<file path="config.mk">
export PLATFORM = sky130hd
export DESIGN_NAME = hsv2rgb
export DESIGN_NICKNAME = d
export VERILOG_FILES = /design/src/rtl/colour_pkg.sv /design/src/rtl/hsv_sector_div.sv /design/src/rtl/hsv2rgb.sv
export SDC_FILE = /design/constraint.sdc
export NUM_CORES = 1
export LEC_CHECK = 0
export BUFFER_PORTS_ARGS = -buffer_cell sky130_fd_sc_hd__buf_2
export CAP_MARGIN = 25
export CORE_MARGIN = 5
export CORE_UTILIZATION = 47
export DETAILED_ROUTE_END_ITERATION = 8
export HOLD_SLACK_MARGIN = 0.12
export PLACE_DENSITY_LB_ADDON = 0.05
export SLEW_MARGIN = 20
export SYNTH_ARGS = -nofsm -noshare
export SYNTH_HDL_FRONTEND = slang
export SYNTH_SLANG_ARGS = --single-unit
</file>
<file path="constraint.sdc">
create_clock -name clock -period 15 [get_ports clock]
set_input_delay 1.5 -clock clock [delete_from_list [all_inputs] [get_ports clock]]
set_output_delay 1.5 -clock clock [all_outputs]
set_load 0.02 [all_outputs]
</file>
<file path="src/rtl/colour_pkg.sv">
// Constants and arithmetic helpers shared by the HSV->RGB and RGB->HSV colour paths.
package colour_pkg;

    localparam int PIX_W        = 8;
    localparam int HUE_SECTOR   = 43;
    localparam int SECTOR_SCALE = 6;

    typedef logic [2:0] region_t;

    localparam region_t REGION_0 = 3'd0;
    localparam region_t REGION_1 = 3'd1;
    localparam region_t REGION_2 = 3'd2;
    localparam region_t REGION_3 = 3'd3;
    localparam region_t REGION_4 = 3'd4;
    localparam region_t REGION_5 = 3'd5;

    // Upper byte of an 8x8 product: (a*b)>>8, truncated.
    function automatic logic [PIX_W-1:0] mul_hi(input logic [PIX_W-1:0] a,
                                                input logic [PIX_W-1:0] b);
        logic [2*PIX_W-1:0] w_prod;
        w_prod = {{PIX_W{1'b0}}, a} * {{PIX_W{1'b0}}, b};
        return w_prod[2*PIX_W-1:PIX_W];
    endfunction

endpackage

</file>
<file path="src/rtl/hsv_sector_div.sv">
// Combinational hue-sector split: region = h/43 by compare chain, rem = scaled offset in sector.
module hsv_sector_div
    import colour_pkg::*;
(
    input  logic [PIX_W-1:0] h,
    output region_t          region,
    output logic [PIX_W-1:0] rem
);

    logic [PIX_W-1:0] w_base;
    logic [PIX_W-1:0] w_off;

    always_comb begin
        region = REGION_0;
        w_base = '0;
        if (h >= PIX_W'(5 * HUE_SECTOR)) begin
            region = REGION_5;
            w_base = PIX_W'(5 * HUE_SECTOR);
        end else if (h >= PIX_W'(4 * HUE_SECTOR)) begin
            region = REGION_4;
            w_base = PIX_W'(4 * HUE_SECTOR);
        end else if (h >= PIX_W'(3 * HUE_SECTOR)) begin
            region = REGION_3;
            w_base = PIX_W'(3 * HUE_SECTOR);
        end else if (h >= PIX_W'(2 * HUE_SECTOR)) begin
            region = REGION_2;
            w_base = PIX_W'(2 * HUE_SECTOR);
        end else if (h >= PIX_W'(HUE_SECTOR)) begin
            region = REGION_1;
            w_base = PIX_W'(HUE_SECTOR);
        end
    end

    // Offset is at most 42, so the scaled value (<=252) fits in one byte.
    assign w_off = h - w_base;
    assign rem   = w_off * PIX_W'(SECTOR_SCALE);

endmodule

</file>
<file path="src/rtl/hsv2rgb.sv">
// Three-stage HSV->RGB converter with valid/ready streaming and a global stall enable.
// Optional sideband tag pipeline enabled by defining HSV2RGB_TAG_EN.
module hsv2rgb
    import colour_pkg::*;
#(
    parameter int LATENCY = 3
`ifdef HSV2RGB_TAG_EN
    , parameter int TAG_W = 2
`endif
) (
    input  logic             clock,
    input  logic             reset_n,
    input  logic             in_valid,
    output logic             in_ready,
    input  logic [PIX_W-1:0] h,
    input  logic [PIX_W-1:0] s,
    input  logic [PIX_W-1:0] v,
`ifdef HSV2RGB_TAG_EN
    input  logic [TAG_W-1:0] in_tag,
    output logic [TAG_W-1:0] out_tag,
`endif
    output logic             out_valid,
    input  logic             out_ready,
    output logic [PIX_W-1:0] r,
    output logic [PIX_W-1:0] g,
    output logic [PIX_W-1:0] b
);

    logic               w_en;
    logic [LATENCY-1:0] r_vld;

    region_t          w_region;
    logic [PIX_W-1:0] w_rem;
    region_t          r1_region;
    logic [PIX_W-1:0] r1_rem;
    logic [PIX_W-1:0] r1_s;
    logic [PIX_W-1:0] r1_v;
    logic             r1_grey;

    region_t          r2_region;
    logic [PIX_W-1:0] r2_v;
    logic [PIX_W-1:0] r2_p;
    logic [PIX_W-1:0] r2_sr;
    logic [PIX_W-1:0] r2_st;
    logic             r2_grey;

    logic [PIX_W-1:0] w_q;
    logic [PIX_W-1:0] w_t;
    logic [PIX_W-1:0] w_r;
    logic [PIX_W-1:0] w_g;
    logic [PIX_W-1:0] w_b;

    assign out_valid = r_vld[LATENCY-1];
    assign w_en      = !out_valid || out_ready;
    assign in_ready  = w_en;

    hsv_sector_div u_sector (
        .h      (h),
        .region (w_region),
        .rem    (w_rem)
    );

    // For 8-bit operands ~x is exactly 255-x.
    assign w_q = mul_hi(r2_v, ~r2_sr);
    assign w_t = mul_hi(r2_v, ~r2_st);

    always_comb begin
        w_r = r2_v;
        w_g = r2_v;
        w_b = r2_v;
        if (!r2_grey) begin
            unique case (r2_region)
                REGION_0: begin w_r = r2_v; w_g = w_t;  w_b = r2_p; end
                REGION_1: begin w_r = w_q;  w_g = r2_v; w_b = r2_p; end
                REGION_2: begin w_r = r2_p; w_g = r2_v; w_b = w_t;  end
                REGION_3: begin w_r = r2_p; w_g = w_q;  w_b = r2_v; end
                REGION_4: begin w_r = w_t;  w_g = r2_p; w_b = r2_v; end
                default:  begin w_r = r2_v; w_g = r2_p; w_b = w_q;  end
            endcase
        end
    end

    always_ff @(posedge clock or negedge reset_n) begin
        if (!reset_n) begin
            r_vld     <= '0;
            r1_region <= REGION_0;
            r1_rem    <= '0;
            r1_s      <= '0;
            r1_v      <= '0;
            r1_grey   <= 1'b0;
            r2_region <= REGION_0;
            r2_v      <= '0;
            r2_p      <= '0;
            r2_sr     <= '0;
            r2_st     <= '0;
            r2_grey   <= 1'b0;
            r         <= '0;
            g         <= '0;
            b         <= '0;
        end else if (w_en) begin
            r_vld     <= {r_vld[LATENCY-2:0], in_valid};
            r1_region <= w_region;
            r1_rem    <= w_rem;
            r1_s      <= s;
            r1_v      <= v;
            r1_grey   <= (s == '0);
            r2_region <= r1_region;
            r2_v      <= r1_v;
            r2_p      <= mul_hi(r1_v, ~r1_s);
            r2_sr     <= mul_hi(r1_s, r1_rem);
            r2_st     <= mul_hi(r1_s, ~r1_rem);
            r2_grey   <= r1_grey;
            r         <= w_r;
            g         <= w_g;
            b         <= w_b;
        end
    end

`ifdef HSV2RGB_TAG_EN
    logic [TAG_W-1:0] r_tag [LATENCY];

    always_ff @(posedge clock or negedge reset_n) begin
        if (!reset_n) begin
            for (int i = 0; i < LATENCY; i++) r_tag[i] <= '0;
        end else if (w_en) begin
            r_tag[0] <= in_tag;
            for (int i = 1; i < LATENCY; i++) r_tag[i] <= r_tag[i-1];
        end
    end

    assign out_tag = r_tag[LATENCY-1];
`endif

endmodule

</file>
==> results of run 1 <==
## cell type report
| type | count | area [sq um] |
|---|---|---|
| clock buffer | 11 | 252.7 |
| clock inverter | 5 | 67.56 |
| fill | 2875 | 14610 |
| inverter | 237 | 890.9 |
| multi-input combinational | 1193 | 10450 |
| sequential | 90 | 2252 |
| tap | 390 | 488.0 |
| timing repair buffer | 66 | 385.4 |
## layer usage
| layer | up-vias | GRT usage [%] |
|---|---|---|
| met1 | 5297 | 30.72 |
| met2 | 196 | 36.82 |
| met3 | 38 | 2.945 |
| met5 | - | 0 |
| li1 | 5145 | - |
| met4 | 0 | 3.933 |
## synth_stat cells, drive strengths merged, types with 5 or more instances
cell type	n	area share (%)
dfrtp	90	16
nor4	6	0.27
nand2b	72	3.2
xnor2	27	1.7
o211ai	5	0.27
a31oi	6	0.27
a221oi	13	0.82
and2	29	1.3
mux2i	6	0.43
xor2	16	1.0
o221ai	5	0.31
fa	170	24
nand3	14	0.50
nor3	18	0.65
nor2	97	2.6
and3	10	0.45
inv	237	6.4
o22ai	8	0.36
a21oi	72	2.6
ha	174	16
o21bai	5	0.27
clkbuf	81	2.2
nor2b	119	5.4
a21o	17	0.92
nand2	174	4.7
o21ai	50	1.8
o31ai	9	0.49
or3	8	0.36
## sequential cells by signal (all words and copies together), names as in the netlist
name / flops
r1_s: 8
r2_st: 8
b: 8
r2_v: 8
r2_p: 8
r2_grey: 1
r2_sr: 8
r1_rem: 7
r1_grey: 1
r2_region: 3
r1_v: 8
r: 8
r1_region: 3
r_vld: 3
g: 8
## path summary, 6_finish.rpt
kind                           endpoint  slack (ps)          from
min in group asynchronous       r1_v[4]        1040       reset_n
hold / removal             r1_region[2]         480  r1_region[2]
hold reg to reg            r1_region[2]         480  r1_region[2]
max in group asynchronous      r2_st[4]       13070       reset_n
setup reg to reg                   b[7]        9010       r2_v[1]
setup / recovery                   b[7]        9010       r2_v[1]
## logic make-up after synthesis
group	Yosys count	share of synthesized area (%)
mux	10	0.7559
flops	90	16.20
xor+xnor	44	2.870
fa+ha+maj	344	40.13
compound gates	230	10.78
simple gates	565	20.57
buf+inv	322	8.693
## cells in the final DEF, fill, tap and decap left out, types with 5 or more instances in the layout
cell type,count
o221ai_1,5
o21bai_1,5
buf_4,13
o211ai_1,5
ha_1,174
nor3_1,18
nand3_1,14
nand2_1,174
dfrtp_1,90
and3_1,10
o21ai_0,47
xor2_1,16
inv_1,235
clkbuf_16,9
xnor2_1,27
a21o_1,17
nor2_1,97
a21oi_1,72
o22ai_1,8
or3_1,8
nor4_1,6
nand2b_1,72
nor2b_1,118
buf_2,52
mux2i_1,6
and2_1,29
a31oi_1,6
a221oi_1,13
fa_1,170
o31ai_1,9
## critical path: cells and delay by family, from the launching register on
family	cells	cell delay, ps
simple gates	4	1100
buf+inv	3	610
flops	1	490
fa+ha+maj	5	2490
compound gates	5	1170
## through the flow
stage	util, %	area (sq um)	setup WS, ps	cells	hold slack, ps
after floorplan	-	13900	9554	1605	430.0
after global placement	49.11	14440	9167	1975	461.0
after detailed placement	49.11	14440	9013	1975	473.3
after CTS	50.20	14760	9001	1991	491.4
after global routing	50.30	14790	8708	1992	502.5
final	50.30	14790	9006	1992	481.7
==> results by group, run 1 <==
Floorplan
  • Die Y: ~180 um
  • Io pins: 54
  • Row count: 63
  • Die area: 33120 sq um
  • Starting Density: 47.29%
  • Core area: 29400 sq um
  • Die X-Extent: between 150 and 200 um

Job
  • Max Cap Viol: 0

Routing
  • Top Metal Used: met4
  • Wl on met1: around 17000 um
  • Met3 WL: 1310 um
  • Routed len/inst: ~18 um
  • Met2 WL: 16570 um
  • Vias post-DR: around 11000
  • ANT nets after route: 0
  • DR iter-0 viols: 504
  • # DRC: 0
  • Detailed Route WL: 35110 um
  • Vias/cell: ~5.4
  • Drt pass-1 iters: 5

Setup path
  • Critical Path Slowest Stage Cell: fa_1
  • Most frequent CP cell: fa_1
  • CP max FO: 16
  • Critical path, cell by cell: inv_1 -> nor2_1 -> fa_1 -> fa_1 -> fa_1 -> inv_1 -> fa_1 -> inv_1 -> ha_1 -> a21o_1 -> a211oi_1 -> o21ai_1 -> o41a_1 -> and4_1 -> or3_1 -> nor4b_2 -> o41ai_1
  • Setup crit start kind: register
  • Arrival time at the worst endpoint: 6230 ps
  • CP Data Required Time: 15230 ps
  • Largest stage delay on the critical path: approximately 540 ps
  • Crit path capture type: register
  • R2r worst-path depth: 17
  • Kind of critical path: reg2reg

Synthesis
  • Synth Net Count: 1977
  • Synthesized instance count: approximately 1600
  • Synth unique cells: slightly below 70
  • Post-synth EDFFs: 0
  • FF+latch count, synth: 90
  • Synth async-reset ratio: 100.0%
  • Netlist Area Pre-Place: 13900 sq um
  • Synthesis Warnings: 0
  • Seq/Total Area, Yosys: 16.20%
  • Synth Flop Type: dfrtp_1
  • Mapped Avg Cell Area: 8.663 sq um

GRT
  • Global-route wire length before repair: roughly 59000 um
  • GRT Total Usage: roughly 22%
  • GR Overflow Total: 0
  • Vias in the first global route: 11180
  • Largest net degree at the start of global routing: 80
  • Initial antenna violation count: 0

Clock network
  • CTS Root Cell: clkbuf_16
  • Count of hold-fix buffers inserted at cts: 0
  • CTS tree: yes
  • Post_cts resized: 0
  • TritonCTS Buffers: 9
  • Htree depth: 3
  • Clock Latency Late Sink: 360 ps
  • Clk sink count: 90
  • Clk buf depth: 2
  • Clock transition at path regs: 70 ps
  • Setup bufs post-CTS: 0

STA
  • Tightest Pin Transition: 940.9 ps
  • Total negative slack: 0 ps
  • Final Cycle Share: about two fifths
  • Setup Skew: about 10 ps
  • Final hold viol count: 0
  • Slew Limit Fails: 0
  • Setup violators final: 0
  • Slew headroom: 37.28%
  • FMAX: 0.1668 GHz
  • Minimum clock period: 5994 ps
  • RSZ-0062 raised after global routing: false

Layout
  • Synth-to-Final Area Change: 6.353%
  • Nets: between 1500 and 2000
  • Share of post-route cells with drive strength above 1: 6.117%
  • Ant diodes: 0

Place
  • Port Buffers: 53
  • Final HPWL DP: 26790 um
  • Final GP Congestion: 0.8618

Worst hold path
  • Hold Crit Depth: 2
  • Min-Delay Path Class: reg2reg

Status
  • Status: finished clean
Power of run 1 is not shown: default switching activity piles up to over one toggle a cycle in this logic, so the estimate is an artifact.
==> inputs of run 2 (changes only) <==
ABC_AREA = 1   (was not set)
clock period = 6.14 ns   (was 15 ns; I/O delays follow)
==> results by group, run 2 <==
Place
  • Final GP Congestion: 0.9814
  • Final HPWL DP: ~34000 um
  • Port Buffers: 53
  • Post-place setup slack: approximately 960 ps

Routing
  • Vias post-DR: 12720
  • Detailed Route WL: 41710 um
  • Drt pass-1 iters: 6
  • DR iter-0 viols: roughly 770
  • Vias/cell: 5.286
  • Routed len/inst: 17.34 um
  • # DRC: 0
  • ANT nets after route: 0

Setup path
  • Largest stage delay on the critical path: 830 ps
  • CP Data Required Time: between 6000 and 7000 ps
  • Top cell family by delay on the critical path: adder cells
  • WP buf/inv: 4
  • CP max FO: 16
  • R2r worst-path depth: 16
  • Most frequent CP cell: fa_1
  • Critical Path Start: r1_s[4]
  • Setup crit start kind: register
  • Critical Path Slowest Stage Cell: dfrtp_1
  • Reg-to-reg slack, setup: 970 ps
  • Kind of critical path: reg2reg
  • Worst reg2reg path startpoint: r1_s[4]
  • Worst R2R End: r2_st[6]
  • Critical path, cell by cell: clkinv_1 -> or2_2 -> fa_1 -> fa_1 -> inv_1 -> fa_1 -> inv_1 -> fa_1 -> inv_1 -> ha_1 -> a21oi_1 -> o21ai_0 -> a211oi_1 -> nand3_1 -> nand3_1 -> o21ai_0
  • Arrival time at the worst endpoint: 5380 ps
  • Crit path capture type: register

Floorplan
  • Row count: 64
  • Starting Density: between 40% and 50%
  • Die X-Extent: 186.3 um
  • Die Y: 186.3 um
  • Die area: 34720 sq um
  • Core area: 30670 sq um
  • Io pins: 54

Layout
  • Most frequent cells in the layout: 415 x nand2_1, 378 x inv_1, 241 x nor2_1, 174 x ha_1, 170 x fa_1
  • Nets: 2377
  • Most common cell after layout, fill and taps aside: nand2_1
  • Synth-to-Final Area Change: 5.745%
  • Ant diodes: 0
  • Share of post-route cells with drive strength above 1: 5.423%

Synthesis
  • Synthesized instance count: 2000
  • Synth Net Count: 2372
  • Seq/Total Area, Yosys: 15.41%
  • Yosys top cell area share: a little under a quarter
  • Synth async-reset ratio: 100.0%
  • Synth area leaders: fa_1 23%, dfrtp_1 15%, ha_1 15%
  • Most frequent cell after synthesis: nand2_1
  • Netlist Area Pre-Place: 14610 sq um
  • Mapped Avg Cell Area: 7.306 sq um
  • Commonest cells post-synth: 415 x nand2_1, 378 x inv_1, 242 x nor2_1
  • Dominant cell type by area after synthesis: fa_1
  • Synthesis Warnings: 0
  • Post-synth EDFFs: 0
  • Synth unique cells: 48
  • Synth Flop Type: dfrtp_1
  • FF+latch count, synth: 90

GRT
  • Initial antenna violation count: 0
  • GR Overflow Total: 0
  • Largest net degree at the start of global routing: between 70 and 80
  • Global-route wire length before repair: around 70000 um
  • Vias in the first global route: 13020
  • GRT Total Usage: 24.35%

Clock network
  • Clock Latency Late Sink: ~360 ps
  • CTS tree: yes
  • Post_cts resized: 0
  • Clk sink count: 90
  • TritonCTS Buffers: 9
  • Clock transition at path regs: 70 ps
  • Setup bufs post-CTS: 0
  • Clk buf depth: 2
  • Htree depth: 3
  • Count of hold-fix buffers inserted at cts: 0
  • CTS Root Cell: clkbuf_16

Status
  • Status: finished clean

STA
  • Total negative slack: 0 ps
  • Final setup margin: just under 1000 ps
  • RSZ-0062 raised after global routing: false
  • FMAX: 0.1934 GHz
  • Slew headroom: 42.20%
  • Final hold slack: approximately 140 ps
  • Setup Skew: 13.67 ps
  • Setup violators final: 0
  • Tightest Pin Transition: about 870 ps
  • Slew Limit Fails: 0
  • Final Cycle Share: between 80% and 90%
  • Final hold viol count: 0
  • Minimum clock period: between 5000 and 6000 ps

Job
  • Max Cap Viol: 0

Worst hold path
  • Min-Delay Path Class: in2async
-- run 2: changes by cell type after synthesis, moves of 27 or more --
cell      previous run  this run
nand2_1            174       415
nor2b_1            119         0
nor2_1              97       242
clkbuf_1            81        54
nand3_1             14       119
and2_1              29         1
a21oi_1             72       113
nand2b_1            72         1
inv_1              235       378
o21ai_0             47        82
-- run 2: per-stage QoR --
stage / instance area (sq um) / utilization, % / std cells
after CTS: 15450 / 50.38 / 2406
final: 15450 / 50.38 / 2406
after detailed placement: 15160 / 49.42 / 2390
after global routing: 15450 / 50.38 / 2406
after global placement: 15160 / 49.42 / 2390
after floorplan: 14610 / - / 2000
-- run 2: worst max path at each step --
| stage | end | slack (ps) | depth (start not counted) |
|---|---|---|---|
| after floorplan | r[6] | 1700 | 19 |
| after global placement | r2_st[6] | 980 | 16 |
| after detailed placement | r2_st[6] | 960 | 16 |
| after CTS | r2_st[6] | 940 | 16 |
| after global routing | r2_st[2] | 630 | 19 |
| final | r2_st[6] | 970 | 16 |
-- run 2: area by class of cell --
type                    instances  area (sq um)
flip-flops and latches         90          2252
repair buffers                 60         320.3
fillers                      3135         15220
inverters                     391          1470
clock inverters                 5         43.79
multi-input cells            1453         10620
clock buffers                  11         252.7
well taps                     396         495.5
-- run 2: kinds of logic after synthesis --
family | share of synthesized area, %
DFF | 15.41
and+or+nand+nor | 24.50
xor gates and xnor gates | 0.7792
AOI/OAI and AO/OA | 9.145
adders and majority gates | 38.19
buffers and inverters | 11.98
-- run 2: layer usage --
layer / track usage [%] / vias up / share of wire (%)
met5: 0 / - / 0
met4: 8.922 / 0 / 3.8
met3: 2.410 / 85 / 4.5
met2: 39.33 / 361 / 46
met1: 34.17 / 6021 / 46
li1: - / 6250 / -
Power of run 2 is left out for the same reason.
==> inputs of run 3 (changes only) <==
ABC_AREA = 0   (was 1)
clock period = 4.5 ns   (was 6.14 ns; I/O delays follow)
==> results by group, run 3 (same netlist as run 1, synthesis figures left out) <==
Floorplan
  • Die X-Extent: 182 um
  • Starting Density: 47.29%
  • Die Y: 182 um
  • Io pins: 54
  • Row count: 63
  • Core area: 29400 sq um
  • Die area: ~33000 sq um

Setup path
  • Critical Path Slowest Stage Cell: fa_1
  • Most frequent CP cell: fa_1
  • CP Data Required Time: 4740 ps
  • Crit path capture type: register
  • R2r worst-path depth: 18
  • Largest stage delay on the critical path: 600 ps
  • Kind of critical path: reg2reg
  • CP max FO: 2
  • Critical path, cell by cell: buf_6 -> nand2b_4 -> fa_1 -> fa_1 -> inv_1 -> fa_1 -> fa_1 -> ha_4 -> and4_1 -> a211oi_2 -> o21ai_2 -> o41a_1 -> buf_4 -> buf_6 -> xor2_4 -> mux2_4 -> mux2i_1 -> a21oi_1
  • Setup crit start kind: register
  • Arrival time at the worst endpoint: 5060 ps

STA
  • Slew headroom: 40.49%
  • Slew Limit Fails: 0
  • Final setup margin: -327.5 ps
  • Final Cycle Share: 107.3%
  • Final hold viol count: 0
  • FMAX: 0.2071 GHz
  • Total negative slack: -4151 ps
  • Minimum clock period: 4827 ps
  • Tightest Pin Transition: 892.7 ps
  • Setup violators final: 22
  • Setup Skew: ~19 ps
  • RSZ-0062 raised after global routing: true

Clock network
  • Clock transition at path regs: 80 ps
  • Clk buf depth: 2
  • Clk sink count: 90
  • Clock Latency Late Sink: about 370 ps
  • TritonCTS Buffers: 9
  • CTS tree: yes
  • CTS Root Cell: clkbuf_16
  • Htree depth: 3

Layout
  • Fillers: 2548
  • Nets: 2170
  • Synth-to-Final Area Change: 27.79%
  • Area of the multi-input gates: around 12000 sq um
  • Most common cell after layout, fill and taps aside: inv_1
  • Most frequent cells in the layout: 218 x inv_1, 172 x nand2_1, 164 x buf_4, 160 x fa_1, 151 x ha_1
  • Register area: 2265 sq um
  • Share of post-route cells with drive strength above 1: 27.07%
  • Ant diodes: 0

Routing
  • Vias post-DR: 11630
  • ANT nets after route: 0
  • Detailed Route WL: around 39000 um
  • Routed len/inst: 17.68 um
  • Drt pass-1 iters: 5
  • # DRC: 0
  • Vias/cell: 5.301
  • DR iter-0 viols: 671

GRT
  • GR Overflow Total: 0
  • Global-route wire length before repair: 63450 um
  • Vias in the first global route: 11970
  • GRT Total Usage: 23.55%
  • Largest net degree at the start of global routing: 80
  • Initial antenna violation count: 0

Place
  • Final HPWL DP: 29830 um
  • Port Buffers: 53
  • Final GP Congestion: roughly 0.92

Status
  • Failing checks: setup timing
  • Status: finished, violations left

Job
  • Max Cap Viol: 0

Worst hold path
  • Min-Delay Path Class: in2async
## run 3: changes by cell type in the layout (fill, tap and decap cells not counted), sizes merged, moves of 17 or more
| cell | change |
|---|---|
| and2 | +28 |
| nor2b | +119 |
| a21oi | -44 |
| xnor2 | +20 |
| nor2 | -153 |
| nand2b | +71 |
| nand4 | -17 |
| inv | -149 |
| o21ai | -39 |
| nand2 | -243 |
| nand3 | -105 |
| buf | +204 |
## run 3: metrics by stage
stage / hold WS, ps / instance area [sq um] / worst slack (ps) / cells / utilization [%]
after CTS: 193.4 / 16750 / -301.7 / 2159 / 56.97
after detailed placement: 450.6 / 15720 / -447.8 / 2123 / 53.45
final: 160.2 / 17770 / -327.5 / 2193 / 60.43
after global routing: 240.3 / 17770 / -489.6 / 2193 / 60.43
after global placement: 449.8 / 15720 / -360.3 / 2123 / 53.45
after floorplan: 154.4 / 14110 / -409.3 / 1605 / -
## run 3: timing repair
action,in CTS,in global routing
pin swaps,80,105
setup buffers,21,35
hold buffers,0,0
cloned,1,3
endpoints found under the setup margin,34,40
endpoints found under the hold margin,0,0
resized for setup,123,150
## run 3: path summary, 6_finish.rpt
kind	from	end	slack [ps]
min	reset_n	r2_region[2]	160
max reg2reg	r2_v[1]	g[5]	-330
max	r2_v[1]	g[5]	-330
min reg2reg	r_vld[1]	r_vld[1]	470
max in group asynchronous	reset_n	r2_v[2]	3340
min in group clock	v[3]	r1_v[3]	280
## run 3: cell type report
cell class,count,area share (%)
repair buffers,267,12.13
well taps,390,2.746
multi-input cells,1193,65.64
flip-flops and latches,90,12.75
clock inverters,7,0.4084
inverters,237,5.056
clock buffers,9,1.268
## run 3: metal layers
| metal | track usage, % | up-vias | wire length, um |
|---|---|---|---|
| met5 | 0 | - | 0 |
| met4 | 5.194 | 0 | 958 |
| met3 | 3.125 | 55 | 1763 |
| met2 | 38.76 | 268 | 18160 |
| met1 | 33.38 | 5754 | 17890 |
| li1 | - | 5549 | - |
## run 3: worst max-delay path, delay by kind of cell, from the launching register on
family | cells | cell delay (ps)
fa+ha+maj | 5 | 2280
buf+inv | 4 | 460
xor+xnor | 1 | 150
flops | 1 | 400
mux | 2 | 440
compound gates | 4 | 730
simple gates | 2 | 240
Power of run 3 is left out for the same reason.
